--- config.mk ---
export PLATFORM = sky130hd
export DESIGN_NAME = data_mem_arbiter_flat
export DESIGN_NICKNAME = d
export VERILOG_FILES = /design/src/rtl/data_arb_pkg.sv /design/src/rtl/data_mem_arbiter_if.sv /design/src/rtl/rr_arbiter_2.sv /design/src/rtl/data_mem_arbiter.sv /design/src/flat_wrapper.sv
export SDC_FILE = /design/constraint.sdc
export NUM_CORES = 1
export LEC_CHECK = 0
export BUFFER_PORTS_ARGS = -buffer_cell sky130_fd_sc_hd__buf_2
export CORE_MARGIN = 10
export CORE_UTILIZATION = 45
export DETAILED_ROUTE_END_ITERATION = 6
export GPL_TIMING_DRIVEN = 0
export PLACE_DENSITY = 0.79
export SYNTH_ARGS = -nofsm -noshare
export SYNTH_HDL_FRONTEND = slang
export SYNTH_HIERARCHICAL = 1
export SYNTH_SLANG_ARGS = --single-unit
--- constraint.sdc ---
create_clock -name clk -period 8.6 [get_ports clk]
set_input_delay 0.43 -clock clk [delete_from_list [all_inputs] [get_ports clk]]
set_output_delay 0.43 -clock clk [all_outputs]
set_load 0.005 [all_outputs]
--- src/rtl/data_arb_pkg.sv ---
// Shared definitions for the DataMemory arbiter: FSM state encoding, port ids, default widths.
// Latency: n/a (types and constants only).
// Backpressure: n/a.
package data_arb_pkg;

    // Default requester/memory widths
    localparam int DEF_ADDR_W = 32;
    localparam int DEF_DATA_W = 32;

    // Access sequencer states
    typedef enum logic [1:0] {
        IDLE   = 2'd0,
        ACCESS = 2'd1,
        RESP   = 2'd2
    } arb_state_t;

    // Requester port ids
    localparam logic PORT0 = 1'b0;
    localparam logic PORT1 = 1'b1;

endpackage

--- src/rtl/data_mem_arbiter_if.sv ---
// Bundle of the two requester req/ack ports, the DataMemory port and the busy flag.
// Latency: n/a (wiring only).
// Backpressure: requesters hold req until their one-cycle ack pulse.
interface data_mem_arbiter_if import data_arb_pkg::*; #(
    parameter int ADDR_W = DEF_ADDR_W,
    parameter int DATA_W = DEF_DATA_W
) ();

    // Requester port 0 (CPU data path)
    logic              m0_req;
    logic              m0_we;
    logic [ADDR_W-1:0] m0_addr;
    logic [DATA_W-1:0] m0_wdata;
    logic              m0_ack;
    logic [DATA_W-1:0] m0_rdata;

    // Requester port 1 (program/data loader)
    logic              m1_req;
    logic              m1_we;
    logic [ADDR_W-1:0] m1_addr;
    logic [DATA_W-1:0] m1_wdata;
    logic              m1_ack;
    logic [DATA_W-1:0] m1_rdata;

    // DataMemory side
    logic [ADDR_W-1:0] mem_address;
    logic [DATA_W-1:0] mem_write_data;
    logic              mem_write;
    logic              mem_read;
    logic [DATA_W-1:0] mem_read_data;

    logic              busy;

    // Arbiter view
    modport slave (
        input  m0_req, m0_we, m0_addr, m0_wdata,
        input  m1_req, m1_we, m1_addr, m1_wdata,
        input  mem_read_data,
        output m0_ack, m0_rdata, m1_ack, m1_rdata,
        output mem_address, mem_write_data, mem_write, mem_read,
        output busy
    );

    // Requesters plus memory view
    modport master (
        output m0_req, m0_we, m0_addr, m0_wdata,
        output m1_req, m1_we, m1_addr, m1_wdata,
        output mem_read_data,
        input  m0_ack, m0_rdata, m1_ack, m1_rdata,
        input  mem_address, mem_write_data, mem_write, mem_read,
        input  busy
    );

endinterface

--- src/rtl/rr_arbiter_2.sv ---
// Two-way request picker; round-robin on ties, or fixed port-0 priority with DATA_ARB_FIXED_PRIO_EN.
// Latency: combinational.
// Backpressure: none; the loser simply stays pending and is reconsidered next time.
module rr_arbiter_2 import data_arb_pkg::*; (
    input  logic req0,
    input  logic req1,
`ifndef DATA_ARB_FIXED_PRIO_EN
    input  logic last_grant,
`endif
    output logic grant
);

`ifdef DATA_ARB_FIXED_PRIO_EN
    // Port 0 wins whenever it asks; port 1 only when port 0 is quiet
    always_comb begin
        grant = (req0 || !req1) ? PORT0 : PORT1;
    end
`else
    // On a tie, hand the grant to whichever port did not win last time
    always_comb begin
        grant = PORT0;
        if (req0 && req1) begin
            grant = (last_grant == PORT0) ? PORT1 : PORT0;
        end else if (req1) begin
            grant = PORT1;
        end
    end
`endif

endmodule

--- src/rtl/data_mem_arbiter.sv ---
// Shares the single DataMemory port between two req/ack requesters, one access in flight (DATA_ARB_FIXED_PRIO_EN selects fixed priority).
// Latency: req sampled in IDLE -> memory access next cycle -> ack (and read data) the cycle after; 3 cycles per access.
// Backpressure: a losing or later request waits with req held high; requests are only sampled in IDLE.
module data_mem_arbiter import data_arb_pkg::*; #(
    parameter int ADDR_W = DEF_ADDR_W,
    parameter int DATA_W = DEF_DATA_W
) (
    input  logic              clk,
    input  logic              reset,
    data_mem_arbiter_if.slave bus
);

    arb_state_t        state;

    // Command registers for the access in flight
    logic              cmd_port;
    logic              cmd_we;
    logic [ADDR_W-1:0] cmd_addr;
    logic [DATA_W-1:0] cmd_wdata;

    // Per-port read result, held until that port's next read
    logic [DATA_W-1:0] rdata0;
    logic [DATA_W-1:0] rdata1;

    logic              ack0;
    logic              ack1;
    logic              mem_we_q;
    logic              mem_re_q;

    logic              any_req;
    logic              grant;
    logic              sel_we;
    logic [ADDR_W-1:0] sel_addr;
    logic [DATA_W-1:0] sel_wdata;

`ifndef DATA_ARB_FIXED_PRIO_EN
    logic              last_grant;
`endif

    rr_arbiter_2 u_rr_arbiter_2 (
        .req0       (bus.m0_req),
        .req1       (bus.m1_req),
`ifndef DATA_ARB_FIXED_PRIO_EN
        .last_grant (last_grant),
`endif
        .grant      (grant)
    );

    assign any_req   = bus.m0_req || bus.m1_req;
    assign sel_we    = (grant == PORT1) ? bus.m1_we    : bus.m0_we;
    assign sel_addr  = (grant == PORT1) ? bus.m1_addr  : bus.m0_addr;
    assign sel_wdata = (grant == PORT1) ? bus.m1_wdata : bus.m0_wdata;

    // Sequencer FSM: latch a winner in IDLE, drive the memory in ACCESS, pulse ack in RESP.
    // Memory enables are registered and set only for the ACCESS cycle, so an async reset
    // clears them at once and no write can commit on the following edge.
    always_ff @(posedge clk or posedge reset) begin
        if (reset) begin
            state      <= IDLE;
            cmd_port   <= PORT0;
            cmd_we     <= 1'b0;
            cmd_addr   <= '0;
            cmd_wdata  <= '0;
            rdata0     <= '0;
            rdata1     <= '0;
            ack0       <= 1'b0;
            ack1       <= 1'b0;
            mem_we_q   <= 1'b0;
            mem_re_q   <= 1'b0;
`ifndef DATA_ARB_FIXED_PRIO_EN
            last_grant <= PORT1;
`endif
        end else begin
            case (state)
                IDLE: begin
                    ack0 <= 1'b0;
                    ack1 <= 1'b0;
                    if (any_req) begin
                        cmd_port   <= grant;
                        cmd_we     <= sel_we;
                        cmd_addr   <= sel_addr;
                        cmd_wdata  <= sel_wdata;
                        mem_we_q   <= sel_we;
                        mem_re_q   <= !sel_we;
`ifndef DATA_ARB_FIXED_PRIO_EN
                        last_grant <= grant;
`endif
                        state      <= ACCESS;
                    end
                end
                ACCESS: begin
                    mem_we_q <= 1'b0;
                    mem_re_q <= 1'b0;
                    if (!cmd_we) begin
                        if (cmd_port == PORT1) begin
                            rdata1 <= bus.mem_read_data;
                        end else begin
                            rdata0 <= bus.mem_read_data;
                        end
                    end
                    ack0  <= (cmd_port == PORT0);
                    ack1  <= (cmd_port == PORT1);
                    state <= RESP;
                end
                RESP: begin
                    ack0  <= 1'b0;
                    ack1  <= 1'b0;
                    state <= IDLE;
                end
                default: begin
                    ack0     <= 1'b0;
                    ack1     <= 1'b0;
                    mem_we_q <= 1'b0;
                    mem_re_q <= 1'b0;
                    state    <= IDLE;
                end
            endcase
        end
    end

    assign bus.mem_address    = cmd_addr;
    assign bus.mem_write_data = cmd_wdata;
    assign bus.mem_write      = mem_we_q;
    assign bus.mem_read       = mem_re_q;
    assign bus.m0_ack         = ack0;
    assign bus.m1_ack         = ack1;
    assign bus.m0_rdata       = rdata0;
    assign bus.m1_rdata       = rdata1;
    assign bus.busy           = (state != IDLE);

endmodule

--- src/flat_wrapper.sv ---
// flat-port wrapper written by rule: the top's interface ports become plain ports
module data_mem_arbiter_flat import data_arb_pkg::*;
#(
    parameter int ADDR_W = DEF_ADDR_W,
    parameter int DATA_W = DEF_DATA_W
)
  (clk, reset, bus_m0_req, bus_m0_we, bus_m0_addr, bus_m0_wdata, bus_m1_req, bus_m1_we, bus_m1_addr, bus_m1_wdata, bus_mem_read_data, bus_m0_ack, bus_m0_rdata, bus_m1_ack, bus_m1_rdata, bus_mem_address, bus_mem_write_data, bus_mem_write, bus_mem_read, bus_busy);
  data_mem_arbiter_if #(.ADDR_W(ADDR_W), .DATA_W(DATA_W)) bus_i ();
  input  logic clk;
  input  logic reset;
  input wire logic [$bits(bus_i.m0_req)-1:0] bus_m0_req;
  input wire logic [$bits(bus_i.m0_we)-1:0] bus_m0_we;
  input wire logic [$bits(bus_i.m0_addr)-1:0] bus_m0_addr;
  input wire logic [$bits(bus_i.m0_wdata)-1:0] bus_m0_wdata;
  input wire logic [$bits(bus_i.m1_req)-1:0] bus_m1_req;
  input wire logic [$bits(bus_i.m1_we)-1:0] bus_m1_we;
  input wire logic [$bits(bus_i.m1_addr)-1:0] bus_m1_addr;
  input wire logic [$bits(bus_i.m1_wdata)-1:0] bus_m1_wdata;
  input wire logic [$bits(bus_i.mem_read_data)-1:0] bus_mem_read_data;
  output wire logic [$bits(bus_i.m0_ack)-1:0] bus_m0_ack;
  output wire logic [$bits(bus_i.m0_rdata)-1:0] bus_m0_rdata;
  output wire logic [$bits(bus_i.m1_ack)-1:0] bus_m1_ack;
  output wire logic [$bits(bus_i.m1_rdata)-1:0] bus_m1_rdata;
  output wire logic [$bits(bus_i.mem_address)-1:0] bus_mem_address;
  output wire logic [$bits(bus_i.mem_write_data)-1:0] bus_mem_write_data;
  output wire logic [$bits(bus_i.mem_write)-1:0] bus_mem_write;
  output wire logic [$bits(bus_i.mem_read)-1:0] bus_mem_read;
  output wire logic [$bits(bus_i.busy)-1:0] bus_busy;
  assign bus_i.m0_req = bus_m0_req;
  assign bus_i.m0_we = bus_m0_we;
  assign bus_i.m0_addr = bus_m0_addr;
  assign bus_i.m0_wdata = bus_m0_wdata;
  assign bus_i.m1_req = bus_m1_req;
  assign bus_i.m1_we = bus_m1_we;
  assign bus_i.m1_addr = bus_m1_addr;
  assign bus_i.m1_wdata = bus_m1_wdata;
  assign bus_i.mem_read_data = bus_mem_read_data;
  assign bus_m0_ack = bus_i.m0_ack;
  assign bus_m0_rdata = bus_i.m0_rdata;
  assign bus_m1_ack = bus_i.m1_ack;
  assign bus_m1_rdata = bus_i.m1_rdata;
  assign bus_mem_address = bus_i.mem_address;
  assign bus_mem_write_data = bus_i.mem_write_data;
  assign bus_mem_write = bus_i.mem_write;
  assign bus_mem_read = bus_i.mem_read;
  assign bus_busy = bus_i.busy;
  data_mem_arbiter #(.ADDR_W(ADDR_W), .DATA_W(DATA_W)) u_core (.clk(clk), .reset(reset), .bus(bus_i));
endmodule
# Word-level counts from Yosys, hierarchy flattened
# Index checks and enable logic that the tools add are counted.
[word_totals]
out_inout_bits = 133
reg_bits = 137
in_bits = 166
word_cells = 41
[classes]
eq_ne = 3
n_bitwise = 3
reduce_logical = 9
mux = 14
[ops]
columns = ["cell", "count"]
rows = [
  ["$mux W32", 2],
  ["$mux W1", 8],
  ["$reduce_and A3 Y1", 2],
  ["$pmux W1 S2", 2],
  ["$pmux W2 S2", 1],
  ["$reduce_and A2 Y1", 2],
  ["$not A1 Y1", 3],
  ["$eq A2 B1 Y1 const B", 1],
  ["$eq A2 B2 Y1 const B", 1],
  ["$logic_not A2 Y1", 1],
  ["$mux W2", 1],
  ["$ne A2 B1 Y1 const B", 1],
  ["$reduce_bool A2 Y1", 1],
  ["$logic_and A1 B1 Y1", 1],
  ["$logic_not A1 Y1", 1],
  ["$logic_or A1 B1 Y1", 1],
]

# Logic depth before layout (Yosys ltp)
# Gate-level depths: netlist (run 1).
[logic_depth]
depth_word = 6
mapped_depth = 6
mapped_depth_nobuf = 4

# Modules after synthesis
# Netlist (run 1), hierarchy kept.
[by_module_without_submodules]
columns = ["module", "seq_area_each_um2", "cells_each", "area_per_inst_um2", "n_inst"]
rows = [
  ["data_mem_arbiter", 3429.5, 451, 5896.9, 1],
  ["rr_arbiter_2", 0.0, 1, 11.3, 1],
]

# Worst setup path before layout (run 1)
# No wires, ideal clock.
[synth_path]
kind = "reg2reg"
from = "register u_core.state[0]"
to = "register u_core.cmd_we"
path_stages_with_launch = 7
n_path_buf = 2
required_time_ns = 8.473
period_less_slack_ns = 1.545
slack_ns = 7.055
t_arrival_ns = 1.418
setup_time_ns = 0.127
cell_sequence = "dfrtp_1 -> or2_1 -> or2_1 -> buf_6 -> buf_6 -> inv_2 -> mux2_1"
[synth_via]
elab_chain_cells = 2
[synth_rtl]
columns = ["item", "line", "text"]
rows = [
  ["from (decl)", "data_mem_arbiter.sv:13", "arb_state_t state;"],
  ["from (signal assigned)", "data_mem_arbiter.sv:59", "state <= IDLE;"],
  ["from (signal assigned)", "data_mem_arbiter.sv:88", "state <= ACCESS;"],
  ["from (signal assigned)", "data_mem_arbiter.sv:103", "state <= RESP;"],
  ["$logic_not A2 Y1", "data_mem_arbiter.sv:74", "case (state)"],
  ["$reduce_and A2 Y1 (no line)", "-", ""],
  ["to (signal assigned)", "data_mem_arbiter.sv:80", "cmd_we <= sel_we;"],
  ["to (decl)", "data_mem_arbiter.sv:17", "logic cmd_we;"],
]
# No other way between the ends.
# A chain may end at the register's enable or synchronous reset.

# Final worst setup path (run 1)
[layout_path]
from = "register u_core.state[1]"
to = "output port bus_busy"
[layout_via]
elab_chain_cells = 1
[layout_rtl]
columns = ["item", "line", "text"]
rows = [
  ["$reduce_bool A2 Y1", "data_mem_arbiter.sv:129", "assign bus.busy = (state != IDLE);"],
  ["to (decl)", "flat_wrapper.sv:28", "output wire logic [$bits(bus_i.busy)-1:0] bus_busy;"],
]
# No other way between the ends.

==> results of run 1 <==
## worst reg2reg max path, cell delays in order (launching register included)
cell	delay, ps
dfstp_2	380
a21boi_2	120
clkbuf_1	200
buf_4	260
buf_2	330
mux2i_1	290
o21ai_0	120
## sequential cells by signal (all words and copies together), names as in the netlist
signal / count
u_core/state: 2
u_core/bus.m1_rdata: 32
u_core/bus.m0_rdata: 32
u_core/last_grant: 1
u_core/cmd_we: 1
u_core/bus.m0_ack: 1
u_core/bus.m1_ack: 1
u_core/cmd_port: 1
u_core/bus.mem_read: 1
u_core/bus.mem_address: 32
u_core/bus.mem_write_data: 32
u_core/bus.mem_write: 1
## cell usage after synthesis
cell	instances	share of area [%]
a21boi_2	1	0.19
a21oi_1	1	0.085
and3b_1	1	0.15
buf_2	7	0.59
buf_4	4	0.51
buf_6	6	1.1
clkbuf_1	20	1.3
dfrtp_1	136	58
dfstp_2	1	0.44
inv_1	3	0.19
inv_2	1	0.063
mux2_1	3	0.57
mux2_2	33	6.3
mux2_4	32	8.1
mux2i_1	64	11
nand2_1	1	0.063
nand2b_1	1	0.11
nor2_1	2	0.13
nor2b_1	1	0.11
nor3_1	1	0.085
nor3_2	1	0.17
o211ai_1	1	0.13
o21ai_0	120	10
o21ai_1	9	0.76
or2_1	2	0.21
## logic make-up after synthesis
kind of cell | count (synthesis) | synth area share, %
muxes | 132 | 25.84
AOI/OAI and AO/OA | 132 | 11.33
buffers and inverters | 41 | 3.769
and+or+nand+nor | 10 | 1.017
DFF | 137 | 58.05
## final cells by class
cell class                 instances  area (um2)  area share, %
sequential                       137        3430          41.51
multi-input combinational        274        2256          27.31
inverter                           4       20.02         0.2423
clock buffer                      18       429.2          5.195
tap                              172       215.2          2.605
antenna                            1       2.502        0.03029
buffer                            37       207.7          2.514
clock inverter                    14       172.7          2.090
timing repair buffer             300        1529          18.51
## per-layer routing
layer	part of all wire [%]	GRT usage (%)
met1	39	23.90
met2	50	35.73
met3	9.5	9.310
met4	1.6	7.134
met5	0.057	0
## metrics by stage
| step | hold WS [ps] | setup WS (ps) | instances |
|---|---|---|---|
| after CTS | 241.8 | 6197 | 956 |
| after floorplan | 459.4 | 4504 | 452 |
| final | 259.3 | 6225 | 957 |
| after global placement | 465.6 | 3226 | 922 |
| after global routing | 240.4 | 6032 | 957 |
| after detailed placement | 426.1 | 6579 | 923 |
## where the power goes
group | leakage (nW) | internal, W | switching (W)
combinational | 2.23 | 0.000585 | 0.000557
sequential | 1.66 | 0.000971 | 0.000181
clock | 0.291 | 0.000457 | 0.000278
total | 4.18 | 0.00201 | 0.00102
## what timing repair did
action / in CTS / in global routing
buffers inserted: 0 / 0
hold buffers: 1 / 0
gates resized for setup: 0 / 0
endpoints found under the hold margin: 32 / 0
## worst max-delay path by stage
stage / cells past startpoint / end
after global routing: 4 / bus_busy
after detailed placement: 7 / u_core/bus.mem_write_data[29]$_DFFE_PP0P_
after global placement: 2 / u_core/bus.mem_address[16]$_DFFE_PP0P_
after CTS: 4 / bus_busy
final: 4 / bus_busy
after floorplan: 1 / u_core/bus.m0_ack$_DFF_PP0_
==> results.md, run 1 <==
- Worst vdd ir: 0.1498 mV
- Arrival @ worst endpoint: about 2000 ps
- Number of synthesized register bits: about 140
- Number of warnings printed during yosys synthesis: 6
- Power per Cell Area: 366.7 mW/mm2
- Utilization of the core after routing: 64.94%
- Maxcap violations: 0
- Overall power consumption: around 0.003 W
- Final count of negative-setup-slack endpoints: 0
- Setup TNS Final: 0 ps
- Worst-case headroom to the max-slew limit: roughly 66%
- Chip height: roughly 130 um
- Vias in the first global route: 5557
- Remaining design rule violation count: 0
- Antenna violations before repair: 2
- I/O pin cnt: approximately 300
- Slowest-stage cell, CP: dfrtp_1
- Initial Utilization: 46.44%
- Crit path cell chain: or2_1 -> clkbuf_1 -> clkbuf_1 -> buf_2
- Launching instance or port of the critical path: u_core/state[1]$_DFFE_PP0P_
- Number of buffers added on ports: 298
- Filler cell count in the final layout: approximately 1000
- RR Startpoint: u_core/last_grant$_DFFE_PP1P_
- Total placed instance area: 0.007647 mm2
- Count of final hold-check violations: 0
- Sequential-to-total area share from yosys stat: 58.05%
- Layout-stage area growth over the synthesis result: 39.83%
- Number of H-tree levels: 4
- Root cell of the clock tree: clkbuf_16
- Most frequent CP cell: clkbuf_1
- Avg Cell Area, Syn: 13.07 um2
- Avg Vias per Cell: 5.181
- Per-cell routed wire length: between 20 and 25 um
- Post-synthesis instance area: 0.005908 mm2
- Number of core rows: 41
- Clock-pin slew of the registers on the worst-case setup and hold paths: around 60 ps
- Capture endpoint of the worst hold path: u_core/bus.m1_rdata[2]$_DFFE_PP0P_
- Number of max-slew violations in the final report: 0
- Final critical delay including setup and external delays: 2375 ps
- Largest net degree at the start of global routing: approximately 110
- Tightest Pin Transition: 512.9 ps
- Reg-to-reg slack, setup: 6770 ps
- Sum of net half-perimeters after detailed placement: 15490 um
- Count of cells along the worst register-to-register path: 6
- Cell depth of the worst hold path: 2
- Post-Syn Instances: 452
- Critical path capture point type: output port
- Pleak: 4.184 nW
- Area of the die: 0.01811 mm2
- Kind of critical path: reg2out
- Number of optimization iterations in the first detailed-route pass: 4
- Overall Global Routing Usage: 21.36%
- Remaining antenna violation count after routing: 0
- Result of the run: finished clean
- Detailed Route Iter0 Violations: ~250
- Data required time of the critical path: slightly above 8000 ps
- Upper clock frequency limit: roughly 0.42 GHz
- Type of origin of the critical path: flop
- Clock tree from TritonCTS: yes
- Longest Clk Path Bufs: 2
- Core Box Area: 0.01272 mm2
- HP Start: bus_mem_read_data[2]
- Fin area: ~0.0083 mm2
- Wire length of the first global-routing pass: 30470 um
- Path class of the lowest-slack min-delay path: in2reg
- Cts bufs inserted: 17
- Net count of the mapped netlist: 618
- Tcrit/Tclk final: between 20 and 30%
- Gp weighted congestion: 0.8784
- Clock network latency to the later pin of the worst-skew pair: 410 ps
- Maximum fanout along the worst path: 10
- Die boundary width: 134.6 um
- R2R Path End: u_core/bus.mem_write_data[29]$_DFFE_PP0P_
- Worst clock skew: approximately 10 ps
- Count of distinct cell types in the synthesized netlist: 25
- Largest stage delay on the critical path: 430 ps
- Sinks on the clock net: 137
- Commonest non-fill, non-tap cells in the layout: 305 x buf_2, 136 x dfrtp_1, 120 x o21ai_0
- Most common cell after layout, fill and taps aside: buf_2
- Overflow left after global routing: 0
- Routed via count: 4958
- Nets: 937
- Setup repair after global routing missed its margin: no
- Number of buffers and inverters on the critical path: 3
- Fraction of layout instances using a drive strength above 1: 53.19%
- Crit-path leading delay family: buffers and inverters
- Final WL: 19440 um
Power figures use the tool's default switching activity.
==> run 2: changes to the inputs <==
==> constraint.sdc (replaced) <==
create_clock -name clk -period 2.3 [get_ports clk]
set_input_delay 0.115 -clock clk [delete_from_list [all_inputs] [get_ports clk]]
set_output_delay 0.115 -clock clk [all_outputs]
set_load 0.005 [all_outputs]
==> run 2 against run 1 <==
Net effect: routed wire length is 16% higher; critical path depth up 3; flip-flop and latch count stayed put; design area grew 12%; clock-buffer cell count grew 2; register-to-register slack lost 6600 ps; via count rose by 12%; critical endpoint is now u_core/bus.mem_write_data[15]$_DFFE_PP0P_; highest routed layer is now met4.
==> results.md, run 2 (synthesis results as in run 1) <==
- Core Box Area: 0.01272 mm2
- Power per Cell Area: 1281 mW/mm2
- Sinks on the clock net: 137
- Number of max-slew violations in the final report: 0
- Routed via count: 5539
- Clock tree from TritonCTS: yes
- Sum of net half-perimeters after detailed placement: around 15000 um
- Final critical delay including setup and external delays: 2160 ps
- Longest Clk Path Bufs: 2
- Post-CTS Setup Inserts: 0
- Worst clock skew: 8.762 ps
- Remaining antenna violation count after routing: 0
- Seq. cell area: approximately 0.0034 mm2
- Number of optimization iterations in the first detailed-route pass: 4
- Cts bufs inserted: 17
- Area used by multi-input combinational logic: 0.002256 mm2
- Commonest non-fill, non-tap cells in the layout: 301 x buf_2, 136 x dfrtp_1, 120 x o21ai_0
- Nets: between 1000 and 1500
- Fin area: 0.009273 mm2
- Maxcap violations: 0
- Number of core rows: 41
- Vias in the first global route: between 6000 and 7000
- Wire length of the first global-routing pass: 35030 um
- Layout-stage area growth over the synthesis result: 56.95%
- Critical path capture point type: flop
- Overflow left after global routing: 0
- Area of the die: about 0.018 mm2
- Avg Vias per Cell: 5.265
- Final WL: 22520 um
- Detailed Route Iter0 Violations: 368
- Reg-to-reg slack, setup: 140 ps
- Tcrit/Tclk final: 93.93%
- Kind of critical path: reg2reg
- Count of cells along the worst register-to-register path: 7
- Setup repair after global routing missed its margin: no
- Overall Global Routing Usage: 24.59%
- Filler cell count in the final layout: 845
- Maximum fanout along the worst path: 10
- Most common cell after layout, fill and taps aside: buf_2
- Clock network latency to the later pin of the worst-skew pair: around 420 ps
- Fraction of layout instances using a drive strength above 1: 47.55%
- Total placed instance area: 0.007679 mm2
- Number of H-tree levels: 4
- Initial Utilization: 46.44%
- Pleak: 4.599 nW
- Count of final hold-check violations: 0
- Largest net degree at the start of global routing: 46
- Tightest Pin Transition: 608.2 ps
- Worst-case headroom to the max-slew limit: between 50% and 60%
- Die boundary width: 134.6 um
- Final count of negative-setup-slack endpoints: 0
- Per-cell routed wire length: 21.40 um
- Path class of the lowest-slack min-delay path: in2reg
- Worst vdd ir: 0.5346 mV
- Chip height: 134.6 um
- Upper clock frequency limit: 0.4629 GHz
- Largest stage delay on the critical path: roughly 580 ps
- Clock-pin slew of the registers on the worst-case setup and hold paths: approximately 60 ps
- Gp weighted congestion: approximately 0.83
- Setup TNS Final: 0 ps
- Crit path cell chain: a21boi_2 -> clkbuf_1 -> buf_6 -> clkbuf_4 -> mux2i_1 -> dlygate4sd3_1 -> o21ai_0
- Type of origin of the critical path: flop
- Result of the run: finished clean
- Slowest-stage cell, CP: dlygate4sd3_1
- Cell depth of the worst hold path: 3
- I/O pin cnt: 299
- Number of buffers added on ports: 298
- Root cell of the clock tree: clkbuf_16
- Antenna violations before repair: 1
- Data required time of the critical path: 2580 ps
- Remaining design rule violation count: 0
- Arrival @ worst endpoint: 2440 ps
## run 2: cell type report
cell class | instances | area share, %
antenna | 1 | 0.02699
tap | 172 | 2.321
multi-input combinational | 274 | 24.33
timing repair buffer | 396 | 26.99
clock buffer | 20 | 4.925
inverter | 4 | 0.2024
sequential | 137 | 36.99
clock inverter | 11 | 1.835
buffer | 37 | 2.388
## run 2: power by group
part / switching (W) / leakage [nW] / internal, W
Combinational: 0.00225 / 2.64 / 0.00236
Sequential: 0.000742 / 1.66 / 0.00363
Clock: 0.00102 / 0.299 / 0.00187
## run 2: worst max-delay path: cells and delay by family (launching register included)
kind | cells | cell delay, ps
buffers and inverters | 4 | 1250
flip-flops | 1 | 370
multiplexers | 1 | 200
AO/OA/AOI/OAI | 2 | 190
## run 2: path summary, 6_finish.rpt
path,from,end
min in group asynchronous,reset,u_core/bus.m1_rdata[15]$_DFFE_PP0P_
worst max register to register,u_core/last_grant$_DFFE_PP1P_,u_core/bus.mem_write_data[15]$_DFFE_PP0P_
worst min-delay path,bus_m1_wdata[20],u_core/bus.mem_write_data[20]$_DFFE_PP0P_
max in group asynchronous,reset,u_core/last_grant$_DFFE_PP1P_
worst max-delay path,u_core/last_grant$_DFFE_PP1P_,u_core/bus.mem_write_data[15]$_DFFE_PP0P_
worst min register to register,u_core/bus.mem_write_data[31]$_DFFE_PP0P_,u_core/bus.mem_write_data[31]$_DFFE_PP0P_
## run 2: what timing repair did
action,in CTS,in global routing
gates resized for setup,0,7
endpoints found under the setup margin,0,17
endpoints found under the hold margin,125,0
hold buffers,95,0
## run 2: per-layer routing
layer	global-route usage, %	wire length [um]	vias up
li1	-	-	2454
met1	26.77	8517	2739
met2	42.63	11410	304
met3	9.236	2007	42
met4	9.190	584	0
met5	0	0	-
## run 2: per-stage QoR
stage	hold WS, ps	cells	utilization [%]	setup WS (ps)	total power [W]
4_1_cts	0.3380	1051	72.76	78.91	0.01177
6_report	10.76	1052	72.89	139.6	0.01188
2_1_floorplan	249.7	452	-	478.7	0.006451
5_1_grt	21.01	1051	72.87	10.32	0.01255
3_3_place_gp	352.6	922	59.88	-236.5	0.008396
3_5_place_dp	217.4	925	60.36	531.6	0.008647
==> run 3: changes to the inputs <==
==> constraint.sdc (replaced) <==
create_clock -name clk -period 2.3 [get_ports clk]
set_input_delay 0.23 -clock clk [delete_from_list [all_inputs] [get_ports clk]]
set_output_delay 0.23 -clock clk [all_outputs]
set_load 0.005 [all_outputs]
==> run 3 against run 2 <==
Net effect: clock power is essentially flat; global-route usage shrank 3.8 points; combinational power shrank 6.9%; utilization shrank 7.6 points; sequential power shrank 2%; fmax grew 8.5%; sequential share of layout area grew 4.3 points; highest routed layer unchanged; final cell count shrank 9.1%; critical path depth shrank 4; register-to-register slack gained 260 ps; via count shrank 12%; critical endpoint is now bus_busy; routed wire length shrank 15%.
==> results.md, run 3 (synthesis results as in run 1) <==
- Result of the run: finished clean
- Count of cells along the worst register-to-register path: 6
- Kind of critical path: reg2out
- Data required time of the critical path: 2070 ps
- Tightest Pin Transition: 606.8 ps
- Maxcap violations: 0
- Number of max-slew violations in the final report: 0
- Vias in the first global route: 5577
- Number of core rows: ~40
- Pleak: 4.202 nW
- Worst slack after detailed placement: 525.7 ps
- Overall Global Routing Usage: 20.76%
- Gp weighted congestion: 0.8297
- Detailed-routing wirelength on met1: 7530 um
- HP Start: bus_mem_read_data[3]
- Worst clock skew: 6.395 ps
- Uppermost signal routing layer after detailed routing: met4
- Remaining design rule violation count: 0
- Clock-pin slew of the registers on the worst-case setup and hold paths: 60 ps
- Longest Clk Path Bufs: 2
- Chip height: around 130 um
- Power per Cell Area: about 1400 mW/mm2
- Detailed Route Iter0 Violations: 249
- Capture endpoint of the worst hold path: u_core/bus.m1_rdata[3]$_DFFE_PP0P_
- Setup repair after global routing missed its margin: no
- Remaining antenna violation count after routing: 0
- Setup TNS Final: 0 ps
- Number of optimization iterations in the first detailed-route pass: 4
- Most common cell after layout, fill and taps aside: buf_2
- Layout-stage area growth over the synthesis result: 40.68%
- Fraction of layout instances using a drive strength above 1: 53.32%
- Clock network latency to the later pin of the worst-skew pair: 420 ps
- Number of antenna cells inserted: 0
- R2R Path End: u_core/cmd_we$_DFFE_PP0P_
- Per-cell routed wire length: 20.07 um
- Clock tree from TritonCTS: yes
- Critical path capture point type: output port
- Upper clock frequency limit: 0.5021 GHz
- Reg-to-reg slack, setup: around 400 ps
- Sum of net half-perimeters after detailed placement: between 15000 and 20000 um
- Maximum fanout along the worst path: 12
- Avg Vias per Cell: around 5.1
- Tcrit/Tclk final: between 80% and 90%
- I/O pin cnt: 299
- Antenna violations before repair: 0
- Initial Utilization: 46.44%
- Area of the die: 0.01811 mm2
- RR Startpoint: u_core/state[1]$_DFFE_PP0P_
- Wire length of the first global-routing pass: 29760 um
- Number of H-tree levels: 4
- Worst-case headroom to the max-slew limit: 59.46%
- Nets: 938
- Commonest non-fill, non-tap cells in the layout: 305 x buf_2, 136 x dfrtp_1, 120 x o21ai_0
- Final critical delay including setup and external delays: 1992 ps
- Arrival @ worst endpoint: 1760 ps
- Routed wire length on met3: 1837 um
- Cell depth of the worst hold path: 2
- Number of buffers added on ports: 298
- Overflow left after global routing: 0
- Final WS setup: a little over 300 ps
- Met2 routed WL: 9407 um
- Worst vdd ir: roughly 0.52 mV
- Count of final hold-check violations: 0
- Die boundary width: 134.6 um
- Sinks on the clock net: 137
- Final WL: roughly 19000 um
- Root cell of the clock tree: clkbuf_16
- Largest net degree at the start of global routing: between 40 and 50
- Type of origin of the critical path: flop
- Cts bufs inserted: 17
- Routed via count: 4898
- Final count of negative-setup-slack endpoints: 0
- Path class of the lowest-slack min-delay path: in2reg
- Core Box Area: 0.01272 mm2
==> run 3: cell types whose count changed in the layout (fill, tap and decap cells not counted) <==
cell and delta:
clkbuf_4 -2, diode_2 -1, clkbuf_1 -1, buf_4 -1, dlygate4sd3_1 -94, buf_6 -1, buf_2 +4
==> run 3: how the worst max path moves through the flow <==
stage	end	from	slack (ps)	depth (start not counted)
3_5_place_dp	u_core/bus.mem_write_data[8]$_DFFE_PP0P_	bus_m0_req	530	7
3_3_place_gp	u_core/bus.mem_address[28]$_DFFE_PP0P_	reset	-350	2
4_1_cts	bus_busy	u_core/state[1]$_DFFE_PP0P_	140	4
6_report	bus_busy	u_core/state[1]$_DFFE_PP0P_	310	3
2_1_floorplan	u_core/bus.m0_ack$_DFF_PP0_	reset	360	1
5_1_grt	bus_busy	u_core/state[1]$_DFFE_PP0P_	150	3
==> run 3: power breakdown <==
part           internal [W]  total, W  switching [W]  leakage (nW)
clock network       0.00187   0.00288        0.00101         0.298
logic               0.00219   0.00429        0.00210          2.24
registers           0.00363   0.00430       0.000665          1.66
==> run 3: timing repair <==
action | CTS | global route
endpoints found under the setup margin | 0 | 1
hold endpoints to repair | 27 | 0
resized for setup | 0 | 0
setup buffers | 0 | 0
hold buffers | 1 | 0
==> run 3: layer usage <==
metal  global-route usage (%)  vias to the layer above
met5                        0                        -
met1                    22.96                     2358
li1                         -                     2251
met4                    7.739                        0
met2                    34.68                      258
met3                    9.013                       31
==> run 3: cell type report <==
cell class / instances / area, um2
fillers: 1002 / 4410
flip-flops and latches: 137 / 3430
multi-input cells: 274 / 2256
repair buffers: 302 / 1562
clock buffers: 20 / 456.7
well taps: 172 / 215.2
plain buffers: 36 / 203.9
clock inverters: 11 / 170.2
inverters: 4 / 18.77
==> run 3: per-stage QoR <==
stage	total power [W]	utilization (%)	instance area, um2	hold slack, ps	instances
floorplan	0.006451	-	5912	364.7	452
global placement	0.008396	59.88	7619	467.6	922
detailed placement	0.008647	60.36	7679	332.4	925
CTS	0.01159	65.36	8315	41.96	957
global route	0.01219	65.33	8312	48.68	956
finish	0.01146	65.33	8312	58.95	956
==> run 3: worst max-delay path: stages, from the launching register on <==
cell	delay (ps)
dfrtp_1	410
or2_1	410
clkbuf_1	340
buf_2	190
